==> config.mk <==
export PLATFORM = sky130hd
export DESIGN_NAME = mdio_responder_flat
export DESIGN_NICKNAME = d
export VERILOG_FILES = /design/src/rtl/mdio_responder_if.sv /design/src/rtl/mdio_responder.sv /design/src/flat_wrapper.sv
export SDC_FILE = /design/constraint.sdc
export NUM_CORES = 1
export LEC_CHECK = 0
export CELL_PAD_IN_SITES_DETAIL_PLACEMENT = 1
export CELL_PAD_IN_SITES_GLOBAL_PLACEMENT = 1
export CORE_MARGIN = 1.5
export CORE_UTILIZATION = 45
export CTS_CLUSTER_SIZE = 24
export DETAILED_ROUTE_END_ITERATION = 10
export GPL_TIMING_DRIVEN = 1
export MAX_ROUTING_LAYER = met4
export PLACE_DENSITY = 0.89
export SYNTH_ARGS = -nofsm -noshare
export SYNTH_HDL_FRONTEND = slang
export SYNTH_SLANG_ARGS = --single-unit
==> constraint.sdc <==
create_clock -name ip_master_clk -period 3 [get_ports ip_master_clk]
set_input_delay 0.6 -clock ip_master_clk [delete_from_list [all_inputs] [get_ports ip_master_clk]]
set_output_delay 0.6 -clock ip_master_clk [all_outputs]
set_load 0.03 [all_outputs]
==> src/rtl/mdio_responder_if.sv <==
// rtl/mdio_responder_if.sv - MDIO pad and register-file bundle for mdio_responder
interface mdio_responder_if;
  logic        ip_mdio_clk;
  logic        ip_mdio_data;
  logic        op_mdio_data;
  logic        op_mdio_data_oe;
  logic [4:0]  ip_phy_addr;
  logic [4:0]  op_reg_addr;
  logic        op_reg_rd_strobe;
  logic [15:0] ip_reg_rd_data;
  logic        op_reg_wr_strobe;
  logic [15:0] op_reg_wr_data;
  logic        op_busy;
  logic        op_frame_error;

  modport slave (
    input  ip_mdio_clk, ip_mdio_data, ip_phy_addr, ip_reg_rd_data,
    output op_mdio_data, op_mdio_data_oe, op_reg_addr, op_reg_rd_strobe,
    output op_reg_wr_strobe, op_reg_wr_data, op_busy, op_frame_error
  );

  modport master (
    output ip_mdio_clk, ip_mdio_data, ip_phy_addr, ip_reg_rd_data,
    input  op_mdio_data, op_mdio_data_oe, op_reg_addr, op_reg_rd_strobe,
    input  op_reg_wr_strobe, op_reg_wr_data, op_busy, op_frame_error
  );
endinterface

==> src/rtl/mdio_responder.sv <==
// rtl/mdio_responder.sv - Clause-22 style MDIO responder with register-file strobes
module mdio_responder #(
  parameter int MIN_PREAMBLE   = 32,
  parameter int TIMEOUT_CYCLES = 1024
) (
  input  logic               ip_master_clk,
  input  logic               ip_sync_reset,
  mdio_responder_if.slave    bus
);
  localparam int PW = $clog2(MIN_PREAMBLE + 1);
  localparam int WW = $clog2(TIMEOUT_CYCLES + 1);

  typedef enum logic [2:0] {
    S_IDLE, S_SFD2, S_OP, S_PHYAD, S_REGAD, S_TA, S_WDATA, S_RDATA
  } state_t;

  state_t      state_q;
  logic        mdc_s1_q, mdc_s2_q, mdc_s3_q, mdi_s1_q, mdi_s2_q;
  logic [PW-1:0] pre_cnt_q;
  logic [WW-1:0] wd_q;
  logic [3:0]  bit_cnt_q;
  logic        op_hi_q, is_read_q;
  logic [4:0]  phy_sh_q, reg_addr_q;
  logic [15:0] tx_sh_q, wr_sh_q, wr_data_q;
  logic        mdo_q, oe_q, busy_q, rd_stb_q, wr_stb_q, err_q;
  logic        bit_evt, bit_val;

  assign bit_evt = mdc_s2_q & ~mdc_s3_q;
  assign bit_val = mdi_s2_q;

  assign bus.op_mdio_data     = mdo_q;
  assign bus.op_mdio_data_oe  = oe_q;
  assign bus.op_reg_addr      = reg_addr_q;
  assign bus.op_reg_rd_strobe = rd_stb_q;
  assign bus.op_reg_wr_strobe = wr_stb_q;
  assign bus.op_reg_wr_data   = wr_data_q;
  assign bus.op_busy          = busy_q;
  assign bus.op_frame_error   = err_q;

  always_ff @(posedge ip_master_clk) begin
    if (ip_sync_reset) begin
      state_q    <= S_IDLE;
      mdc_s1_q   <= 1'b1;
      mdc_s2_q   <= 1'b1;
      mdc_s3_q   <= 1'b1;
      mdi_s1_q   <= 1'b1;
      mdi_s2_q   <= 1'b1;
      pre_cnt_q  <= '0;
      wd_q       <= '0;
      bit_cnt_q  <= '0;
      op_hi_q    <= 1'b0;
      is_read_q  <= 1'b0;
      phy_sh_q   <= '0;
      reg_addr_q <= '0;
      tx_sh_q    <= '0;
      wr_sh_q    <= '0;
      wr_data_q  <= '0;
      mdo_q      <= 1'b1;
      oe_q       <= 1'b0;
      busy_q     <= 1'b0;
      rd_stb_q   <= 1'b0;
      wr_stb_q   <= 1'b0;
      err_q      <= 1'b0;
    end else begin
      mdc_s1_q <= bus.ip_mdio_clk;
      mdc_s2_q <= mdc_s1_q;
      mdc_s3_q <= mdc_s2_q;
      mdi_s1_q <= bus.ip_mdio_data;
      mdi_s2_q <= mdi_s1_q;
      rd_stb_q <= 1'b0;
      wr_stb_q <= 1'b0;
      err_q    <= 1'b0;

      if (bit_evt) begin
        wd_q <= '0;
        case (state_q)
          S_IDLE: begin
            if (bit_val) begin
              if (pre_cnt_q < PW'(MIN_PREAMBLE)) pre_cnt_q <= pre_cnt_q + PW'(1);
            end else begin
              pre_cnt_q <= '0;
              if (pre_cnt_q >= PW'(MIN_PREAMBLE)) state_q <= S_SFD2;
            end
          end
          S_SFD2: begin
            bit_cnt_q <= '0;
            if (bit_val) state_q <= S_OP;
            else begin
              err_q   <= 1'b1;
              state_q <= S_IDLE;
            end
          end
          S_OP: begin
            if (bit_cnt_q == 4'd0) begin
              op_hi_q   <= bit_val;
              bit_cnt_q <= 4'd1;
            end else begin
              bit_cnt_q <= '0;
              if (op_hi_q ^ bit_val) begin
                is_read_q <= op_hi_q;
                state_q   <= S_PHYAD;
              end else begin
                err_q   <= 1'b1;
                state_q <= S_IDLE;
              end
            end
          end
          S_PHYAD: begin
            phy_sh_q <= {phy_sh_q[3:0], bit_val};
            if (bit_cnt_q == 4'd4) begin
              bit_cnt_q <= '0;
              // The address is only compared here, so later changes cannot disturb this frame.
              if ({phy_sh_q[3:0], bit_val} == bus.ip_phy_addr) begin
                busy_q  <= 1'b1;
                state_q <= S_REGAD;
              end else begin
                state_q <= S_IDLE;
              end
            end else begin
              bit_cnt_q <= bit_cnt_q + 4'd1;
            end
          end
          S_REGAD: begin
            reg_addr_q <= {reg_addr_q[3:0], bit_val};
            if (bit_cnt_q == 4'd4) begin
              bit_cnt_q <= '0;
              rd_stb_q  <= is_read_q;
              state_q   <= S_TA;
            end else begin
              bit_cnt_q <= bit_cnt_q + 4'd1;
            end
          end
          S_TA: begin
            if (bit_cnt_q == 4'd0) begin
              bit_cnt_q <= 4'd1;
              if (is_read_q) begin
                tx_sh_q <= bus.ip_reg_rd_data;
                oe_q    <= 1'b1;
                mdo_q   <= 1'b0;
              end
            end else begin
              bit_cnt_q <= '0;
              if (is_read_q) begin
                mdo_q   <= tx_sh_q[15];
                tx_sh_q <= {tx_sh_q[14:0], 1'b0};
                state_q <= S_RDATA;
              end else begin
                state_q <= S_WDATA;
              end
            end
          end
          S_RDATA: begin
            if (bit_cnt_q == 4'd15) begin
              bit_cnt_q <= '0;
              oe_q      <= 1'b0;
              mdo_q     <= 1'b1;
              busy_q    <= 1'b0;
              state_q   <= S_IDLE;
            end else begin
              mdo_q     <= tx_sh_q[15];
              tx_sh_q   <= {tx_sh_q[14:0], 1'b0};
              bit_cnt_q <= bit_cnt_q + 4'd1;
            end
          end
          S_WDATA: begin
            wr_sh_q <= {wr_sh_q[14:0], bit_val};
            if (bit_cnt_q == 4'd15) begin
              bit_cnt_q <= '0;
              wr_data_q <= {wr_sh_q[14:0], bit_val};
              wr_stb_q  <= 1'b1;
              busy_q    <= 1'b0;
              state_q   <= S_IDLE;
            end else begin
              bit_cnt_q <= bit_cnt_q + 4'd1;
            end
          end
          default: state_q <= S_IDLE;
        endcase
      end else if (state_q != S_IDLE) begin
        // MDC stalled mid-frame: abandon without any strobe and release the pad.
        if (wd_q >= WW'(TIMEOUT_CYCLES - 1)) begin
          wd_q      <= '0;
          state_q   <= S_IDLE;
          pre_cnt_q <= '0;
          bit_cnt_q <= '0;
          oe_q      <= 1'b0;
          mdo_q     <= 1'b1;
          busy_q    <= 1'b0;
        end else begin
          wd_q <= wd_q + WW'(1);
        end
      end
    end
  end
endmodule

==> src/flat_wrapper.sv <==
// flat-port wrapper written by rule: the top's interface ports become plain ports
module mdio_responder_flat 
#(
  parameter int MIN_PREAMBLE   = 32,
  parameter int TIMEOUT_CYCLES = 1024
)
  (ip_master_clk, ip_sync_reset, bus_ip_mdio_clk, bus_ip_mdio_data, bus_ip_phy_addr, bus_ip_reg_rd_data, bus_op_mdio_data, bus_op_mdio_data_oe, bus_op_reg_addr, bus_op_reg_rd_strobe, bus_op_reg_wr_strobe, bus_op_reg_wr_data, bus_op_busy, bus_op_frame_error);
  mdio_responder_if bus_i ();
  input  logic ip_master_clk;
  input  logic ip_sync_reset;
  input wire logic [$bits(bus_i.ip_mdio_clk)-1:0] bus_ip_mdio_clk;
  input wire logic [$bits(bus_i.ip_mdio_data)-1:0] bus_ip_mdio_data;
  input wire logic [$bits(bus_i.ip_phy_addr)-1:0] bus_ip_phy_addr;
  input wire logic [$bits(bus_i.ip_reg_rd_data)-1:0] bus_ip_reg_rd_data;
  output wire logic [$bits(bus_i.op_mdio_data)-1:0] bus_op_mdio_data;
  output wire logic [$bits(bus_i.op_mdio_data_oe)-1:0] bus_op_mdio_data_oe;
  output wire logic [$bits(bus_i.op_reg_addr)-1:0] bus_op_reg_addr;
  output wire logic [$bits(bus_i.op_reg_rd_strobe)-1:0] bus_op_reg_rd_strobe;
  output wire logic [$bits(bus_i.op_reg_wr_strobe)-1:0] bus_op_reg_wr_strobe;
  output wire logic [$bits(bus_i.op_reg_wr_data)-1:0] bus_op_reg_wr_data;
  output wire logic [$bits(bus_i.op_busy)-1:0] bus_op_busy;
  output wire logic [$bits(bus_i.op_frame_error)-1:0] bus_op_frame_error;
  assign bus_i.ip_mdio_clk = bus_ip_mdio_clk;
  assign bus_i.ip_mdio_data = bus_ip_mdio_data;
  assign bus_i.ip_phy_addr = bus_ip_phy_addr;
  assign bus_i.ip_reg_rd_data = bus_ip_reg_rd_data;
  assign bus_op_mdio_data = bus_i.op_mdio_data;
  assign bus_op_mdio_data_oe = bus_i.op_mdio_data_oe;
  assign bus_op_reg_addr = bus_i.op_reg_addr;
  assign bus_op_reg_rd_strobe = bus_i.op_reg_rd_strobe;
  assign bus_op_reg_wr_strobe = bus_i.op_reg_wr_strobe;
  assign bus_op_reg_wr_data = bus_i.op_reg_wr_data;
  assign bus_op_busy = bus_i.op_busy;
  assign bus_op_frame_error = bus_i.op_frame_error;
  mdio_responder #(.MIN_PREAMBLE(MIN_PREAMBLE), .TIMEOUT_CYCLES(TIMEOUT_CYCLES)) u_core (.ip_master_clk(ip_master_clk), .ip_sync_reset(ip_sync_reset), .bus(bus_i));
endmodule
==> results of run 1 <==
## sequential cells by signal, summed over array words and instances (netlist names)
signal / cells
u_core.bus.op_reg_rd_strobe: 1
u_core.mdc_s1_q: 1
u_core.bus.op_reg_addr: 5
u_core.wd_q: 11
u_core.op_hi_q: 1
u_core.bit_cnt_q: 4
u_core.pre_cnt_q: 6
u_core.mdc_s3_q: 1
u_core.is_read_q: 1
u_core.mdc_s2_q: 1
u_core.bus.op_mdio_data: 1
u_core.phy_sh_q: 4
u_core.bus.op_mdio_data_oe: 1
u_core.mdi_s1_q: 1
u_core.bus.op_busy: 1
u_core.bus.op_reg_wr_strobe: 1
u_core.state_q: 3
u_core.wr_sh_q: 15
u_core.bit_val: 1
u_core.bus.op_frame_error: 1
u_core.tx_sh_q: 16
u_core.bus.op_reg_wr_data: 16
## worst max-delay path, stage by stage (launching register included)
cell	delay (ns)
dfxtp_1	0.75
or3b_2	0.54
a21oi_1	0.18
a311oi_2	0.09
a21oi_2	0.23
mux2_1	0.35
## cells in the mapped netlist (all sizes together) (4+ instances only)
master / count
buf: 12
nand2: 83
mux2i: 26
nor2: 49
nand2b: 10
a21o: 4
o21ai: 5
nand4: 7
xor2: 10
ha: 5
a21oi: 46
or3: 5
nor2b: 6
dfxtp: 93
xnor2: 5
nor3: 9
nand3: 7
a31oi: 5
a211oi: 18
or2: 7
clkbuf: 20
inv: 7
## power groups by stage
stage / Sequential [mW] / Combinational [mW] / Clock, mW
floorplan: 1.27 / 0.0373 / 0
global placement: 1.27 / 0.0747 / 0
detailed placement: 1.27 / 0.0772 / 0
CTS: 1.24 / 0.0779 / 0.893
global route: 1.24 / 0.0836 / 0.940
finish: 1.24 / 0.0770 / 0.873
## cells by family after synthesis
family,share of synthesized area [%]
buffers and inverters,4.10
AND/OR/NAND/NOR,23.6
XOR/XNOR,3.21
multiplexers,6.91
adder cells (fa/ha/maj),1.53
flip-flops,45.5
AO/OA/AOI/OAI,15.1
## area by class of cell
| type | count | area (um^2) |
|---|---|---|
| fillers | 1072 | 3920 |
| multi-input cells | 343 | 2060 |
| flip-flops and latches | 93 | 1860 |
| repair buffers | 57 | 551 |
| well taps | 108 | 135 |
| clock buffers | 9 | 124 |
| clock inverters | 7 | 81.3 |
| inverters | 7 | 26.3 |
## layout by cell type (no fill, tap or decap), types with 9 or more instances in the layout
cell and n:
dfxtp_1 93, a21oi_1 45, mux2i_1 26, nand2_1 82, a211oi_1 18, nand2b_1 10
clkdlybuf4s50_1 50, nor2_1 49, clkbuf_8 9, xor2_1 10
## how the worst max path moves through the flow
stage	start	end	slack (ns)
floorplan	u_core.bit_cnt_q[0]	u_core.state_q[1]	1.16
global placement	u_core.state_q[1]	u_core.state_q[2]	0.89
detailed placement	u_core.state_q[1]	u_core.state_q[1]	0.81
CTS	u_core.state_q[1]	u_core.state_q[1]	0.79
global route	u_core.state_q[1]	u_core.state_q[2]	0.61
finish	u_core.state_q[1]	u_core.state_q[1]	0.76
## layer usage
layer  GRT usage [%]  vias up
met2            37.1       67
met4            5.20        0
met5               -        -
met3            5.30       11
li1                -     1702
met1            25.1     1629
==> impl_metrics.ini, run 1 <==
[run_status]
status = complete, no violations

[logic_synthesis]
ys_seq_elements = 93
synthesis.area_um2 = 4090
yosys_warnings = 0
synth_top_area_cell = dfxtp_1
synth_edf_count = 0
async_reset_ff_share_pct = 0
synth_cell_types = 56
synthFlopType = dfxtp_1
synthCells = 475
synth-seq-area-share_pct = 45.5
syn_avg_cell_area_um2 = 8.61
synth.top_cell.area_share_pct = 45.5
syn_nets = 505
synth.area.top_cells = dfxtp_1 46%, nand2_1 7.5%, mux2i_1 6.4%

[critical_path]
required_ns = 3.26
rr_startpoint = u_core.state_q[1]
crit_arrival_ns = 2.50
start_kind = flop
r2r_cells = 5
cp-end-kind = flop
reg2reg_to = u_core.state_q[1]
r2r_slack_ns = 0.76
critical_path.max_fanout = 21
crit_type = reg -> reg

[clocking]
cts.sinks = 93
path_clk_slew_ns = 0.10
cts_setup_buffers = 0
htree_levels = 3
cts_tree = done
clock_latency_ns = 0.36
cts-root-buf = clkbuf_8
cts_buffer_depth = 2
cts_resized = 0
cts_made_buffers = 9
ctsHoldBuffers = 0

[power]
pwr-share-seq_pct = 56.6
powerDensity_nw_per_um2 = 453
p_clk_share_pct = 39.9
switchingPower_mw = 0.514
p_int_mw = 1.68
power.share.switching_pct = 23.5
finalPower_mw = 2.19
combPwrFrac_pct = 3.5
leakagePower_nw = 1.67
vdd_drop_max_v = 0.000312

[place]
dp_hpwl_um = 6890
place_congestion = 0.861
dp_worst_setup_slack_ns = 0.811
dpl-instance-area_um2 = 4630
port_buffers = 51
place_inst = 608

[floorplan]
start_util_pct = 46.7
dieWidth_um = 98.3
core_um2 = 8760
die_h_um = 98.3
rows = 34
io_pins = 52
die-area_um2 = 9670

[global_routing]
grt_pass1_vias = 3559
grt_start_max_net_pins = 45
gr-total-overflow = 0
antenna_found_initial = 0
track_usage_pct = 21.5
grt_pass1_wl_um = 16600

[timing]
hold_viol = 0
period_minus_slack_ns = 2.24
max_freq_mhz = 446
tightest_slew_ns = 0.717
finalSetupTns_ns = 0
relSlewSlack_pct = 52.1
finalSetupViolations = 0
whs_ns = 0.421
fin_crit_sh_pct = 74.7
fin_ws_ns = 0.759
finalMaxSlewViolations = 0
rsz0062_at_grt = no
fin_skew_ns = 0.0104

[route]
drc = 0
drt_wl_total_um = 9640
wl_per_cell_um = 15.4
wl_met2_um = 4820
avgViaCountPerCell = 5.46
wl_met1_um = 4320
top_layer_used = met4
drt_iter0_drc = 86
wl_met3_um = 385
drt_pass1_iterations = 4
vias = 3409
detail-route-antenna-nets = 0

[finish]
final_area_um2 = 4840
num-nets-final = 541
final_cells = 624
area_growth_pct = 18.3
final_core_util_pct = 55.2
antenna_cells = 0
drive_above_1_share_pct = 8.33

[hold_path]
hold_depth = 1
whs_endpoint = u_core.bit_val
min_path_type = reg -> reg
min_from = u_core.mdi_s1_q

[job]
cap_violations = 0
Note: power is estimated with default switching activity, not from simulation.
==> run 2, diff against run 1 <==
Settings changed: CORE_UTILIZATION 45 to 41, PLACE_DENSITY 0.89 to 0.82.
Clock period 3 ns to 2.15 ns, I/O delays scaled along.
==> run 2 against run 1 <==
Via count grew 0.76%. Critical path depth grew 2. Hold slack gained 0.0065 ns. Critical path type unchanged. Cell count grew 5.1%. Sequential power grew 40%. Combinational power grew 42%. First-iteration DRC count grew 88%. Highest routed layer unchanged. Clock skew grew 0.0034 ns. Sequential share of layout area shrank 0.84 points. Global-route usage shrank 1.0 points. Largest power group unchanged. Power grew 40%. Clock-buffer cell count is the same.
==> impl_metrics.ini, run 2 (synthesized netlist as in run 1, its figures left out) <==
[place]
place_congestion = 0.827
port_buffers = 51
dp_hpwl_um = 6870
dp_worst_setup_slack_ns = 0.124
place_inst = 640
dpl-instance-area_um2 = 4730

[timing]
hold_viol = 0
finalSetupViolations = 0
finalMaxSlewViolations = 0
fin_skew_ns = 0.0138
max_freq_mhz = 482
relSlewSlack_pct = 60.7
period_minus_slack_ns = 2.07
fin_ws_ns = 0.0772
fin_crit_sh_pct = 96.4
finalSetupTns_ns = 0
whs_ns = 0.427
tightest_slew_ns = 0.589

[finish]
area_growth_pct = 21.0
layout_commonest_cell = dfxtp_1
fillCellCount = 1160
num-nets-final = 548
final_cells = 656
final_core_util_pct = 50.8
final_area_um2 = 4950
drive_above_1_share_pct = 9.75
antenna_cells = 0
layout_common_cells = 93 x dfxtp_1, 82 x nand2_1, 50 x clkdlybuf4s50_1

[critical_path]
cp-startpoint = u_core.bit_cnt_q[0]
r2r_cells = 7
crit_arrival_ns = 2.35
critical_path.max_fanout = 4
endpoint = u_core.state_q[2]
crit_type = reg -> reg
start_kind = flop
required_ns = 2.42
cp-end-kind = flop
r2r_slack_ns = 0.08
reg2reg_to = u_core.state_q[2]
rr_startpoint = u_core.bit_cnt_q[0]

[route]
drc = 0
wl_per_cell_um = 14.7
drt_pass1_iterations = 4
drt_wl_total_um = 9640
wl_met2_um = 4680
wl_met3_um = 365
detail-route-antenna-nets = 0
drt_iter0_drc = 162
top_layer_used = met4
wl_met1_um = 4470
vias = 3435
avgViaCountPerCell = 5.24

[global_routing]
grt_pass1_wl_um = 16300
grt_start_max_net_pins = 53
gr-total-overflow = 0
grt_pass1_vias = 3477
antenna_found_initial = 0
track_usage_pct = 20.5

[floorplan]
die_h_um = 103
rows = 36
core_um2 = 9730
dieWidth_um = 103
start_util_pct = 42.0
io_pins = 52
die-area_um2 = 10600

[power]
powerDensity_nw_per_um2 = 618
leakagePower_nw = 1.71
finalPower_mw = 3.06
vdd_drop_max_v = 0.000550

[clocking]
htree_levels = 3
cts.sinks = 93
cts-root-buf = clkbuf_8
cts_made_buffers = 9
ctsHoldBuffers = 0
cts_buffer_depth = 2
clock_latency_ns = 0.39
cts_tree = done
path_clk_slew_ns = 0.10
cts_setup_buffers = 0

[job]
cap_violations = 0

[run_status]
status = complete, no violations

[hold_path]
min_from = u_core.mdi_s1_q
min_path_type = reg -> reg
-- run 2: final cells by class --
class	count	area (um^2)	area share, %
Clock buffer	9	124	2.50
Clock inverter	7	82.6	1.67
Inverter	7	26.3	0.531
Multi-Input combinational cell	343	2070	41.9
Sequential cell	93	1860	37.6
Tap cell	133	166	3.36
Timing Repair Buffer	64	616	12.4
-- run 2: worst min path at each step --
stage / end / slack [ns] / cells after the start
global route: u_core.mdc_s2_q / 0.46 / 1
global placement: u_core.bit_val / 0.39 / 1
CTS: u_core.bit_val / 0.43 / 1
finish: u_core.bit_val / 0.43 / 1
floorplan: u_core.bit_val / 0.39 / 1
detailed placement: u_core.bit_val / 0.40 / 1
-- run 2: per-layer routing --
| layer | global-route usage [%] | up-vias |
|---|---|---|
| li1 | - | 1713 |
| met1 | 24.1 | 1661 |
| met2 | 33.4 | 50 |
| met3 | 6.64 | 11 |
| met4 | 6.03 | 0 |
| met5 | - | - |
-- run 2: timing repair --
action / in CTS / in global routing
endpoints found under the hold margin: 0 / 0
endpoints found under the setup margin: 0 / 2
gates resized for setup: 0 / 2
-- run 2: worst max-delay path, stage by stage, from the launching register on --
cell	delay, ns
dfxtp_1	0.36
inv_1	0.10
ha_1	0.21
or3b_2	0.51
a21oi_2	0.14
a311oi_2	0.08
a21oi_2	0.22
mux2_1	0.33
-- run 2: power breakdown --
part	switching (mW)	internal, mW	leakage [nW]
Clock	0.665	0.553	0.107
Sequential	0.00570	1.73	0.750
Combinational	0.0525	0.0567	0.858
Total	0.723	2.33	1.71
==> run 3, diff against run 2 <==
Settings changed: MAX_ROUTING_LAYER met4 to not set.
==> run 3 against run 2 <==
Clock skew decreased by 0.0035 ns. Largest cell class unchanged. Critical endpoint is now u_core.state_q[1]. Combinational power about the same. Power decreased by 3.6%. Flip-flop and latch count unchanged. Utilization decreased by 0.28 points. Cell count unchanged. Register-to-register slack improved by 0.02 ns.
==> impl_metrics.ini, run 3 (synthesized netlist as in run 1, its figures left out) <==
[finish]
area_growth_pct = 20.3
multi_input_area_um2 = 2060
num-nets-final = 548
layout_commonest_cell = dfxtp_1
seq_area_um2 = 1860
drive_above_1_share_pct = 9.75
final_area_um2 = 4920
layout_common_cells = 93 x dfxtp_1, 82 x nand2_1, 50 x clkdlybuf4s50_1
antenna_cells = 0
fillCellCount = 1160

[clocking]
cts_buffer_depth = 2
ctsHoldBuffers = 0
cts_resized = 0
htree_levels = 3
path_clk_slew_ns = 0.09
cts_made_buffers = 9
cts-root-buf = clkbuf_8
cts_setup_buffers = 0
cts_tree = done
cts.sinks = 93
clock_latency_ns = 0.36

[floorplan]
io_pins = 52
rows = 36
start_util_pct = 42.0
die-area_um2 = 10600
dieWidth_um = 103
core_um2 = 9730
die_h_um = 103

[global_routing]
track_usage_pct = 19.6
gr-total-overflow = 0
antenna_found_initial = 0
grt_pass1_vias = 3430
grt_pass1_wl_um = 16200
grt_start_max_net_pins = 53

[timing]
relSlewSlack_pct = 62.3
fin_skew_ns = 0.0104
max_freq_mhz = 487
fin_ws_ns = 0.0986
finalSetupTns_ns = 0
fin_crit_sh_pct = 95.4
finalMaxSlewViolations = 0
whs_ns = 0.421
hold_viol = 0
period_minus_slack_ns = 2.05
finalSetupViolations = 0
rsz0062_at_grt = no
tightest_slew_ns = 0.563

[hold_path]
min_path_type = reg -> reg

[route]
vias = 3427
drt_wl_total_um = 9680
drt_iter0_drc = 106
avgViaCountPerCell = 5.22
drt_pass1_iterations = 4
drc = 0
detail-route-antenna-nets = 0
wl_per_cell_um = 14.8

[place]
port_buffers = 51
dp_hpwl_um = 6890
place_congestion = 0.834
dpl-instance-area_um2 = 4730
dp_worst_setup_slack_ns = 0.113

[power]
vdd_drop_max_v = 0.000333
finalPower_mw = 2.95
leakagePower_nw = 1.70
powerDensity_nw_per_um2 = 599

[job]
cap_violations = 0

[critical_path]
crit_type = reg -> reg
cp-end-kind = flop
start_kind = flop
required_ns = 2.40
crit_arrival_ns = 2.30
critical_path.max_fanout = 13

[run_status]
status = complete, no violations
[run 3: area by class of cell]
cell class / instances / area share [%]
Tap cell: 133 / 3.38
Sequential cell: 93 / 37.8
Inverter: 7 / 0.534
Timing Repair Buffer: 64 / 12.5
Clock buffer: 10 / 2.80
Multi-Input combinational cell: 343 / 42.0
Clock inverter: 6 / 0.966
[run 3: routing by layer]
layer	up-vias	share of wire [%]	global-route usage, %
met2	58	49	31.6
li1	1713	-	-
met1	1645	46	25.5
met3	11	3.5	3.39
met4	0	1.3	9.56
met5	-	0	0
[run 3: through the flow]
step / utilization [%] / instances
after floorplan: - / 475
after global placement: 48.6 / 640
after detailed placement: 48.6 / 640
after CTS: 50.5 / 656
after global routing: 50.6 / 656
final: 50.6 / 656
[run 3: worst max-delay path: stages, from the launching register on]
cell and delay [ns]:
dfxtp_1 0.62, and3b_1 0.26, o21a_1 0.21, a311oi_2 0.40, a21oi_2 0.13, mux2_1 0.33
[run 3: final timing paths]
kind              slack, ns                end         startpoint  cells after the start
hold reg to reg        0.42    u_core.mdc_s2_q    u_core.mdc_s1_q                      1
setup / recovery        0.1  u_core.state_q[1]  u_core.state_q[2]                      5
setup reg to reg        0.1  u_core.state_q[1]  u_core.state_q[2]                      5
hold / removal         0.42    u_core.mdc_s2_q    u_core.mdc_s1_q                      1
[run 3: power breakdown]
part           internal [mW]  switching, mW  total (mW)
Sequential              1.73        0.00479        1.73
Combinational         0.0573         0.0512       0.108
Clock                  0.460          0.648        1.11
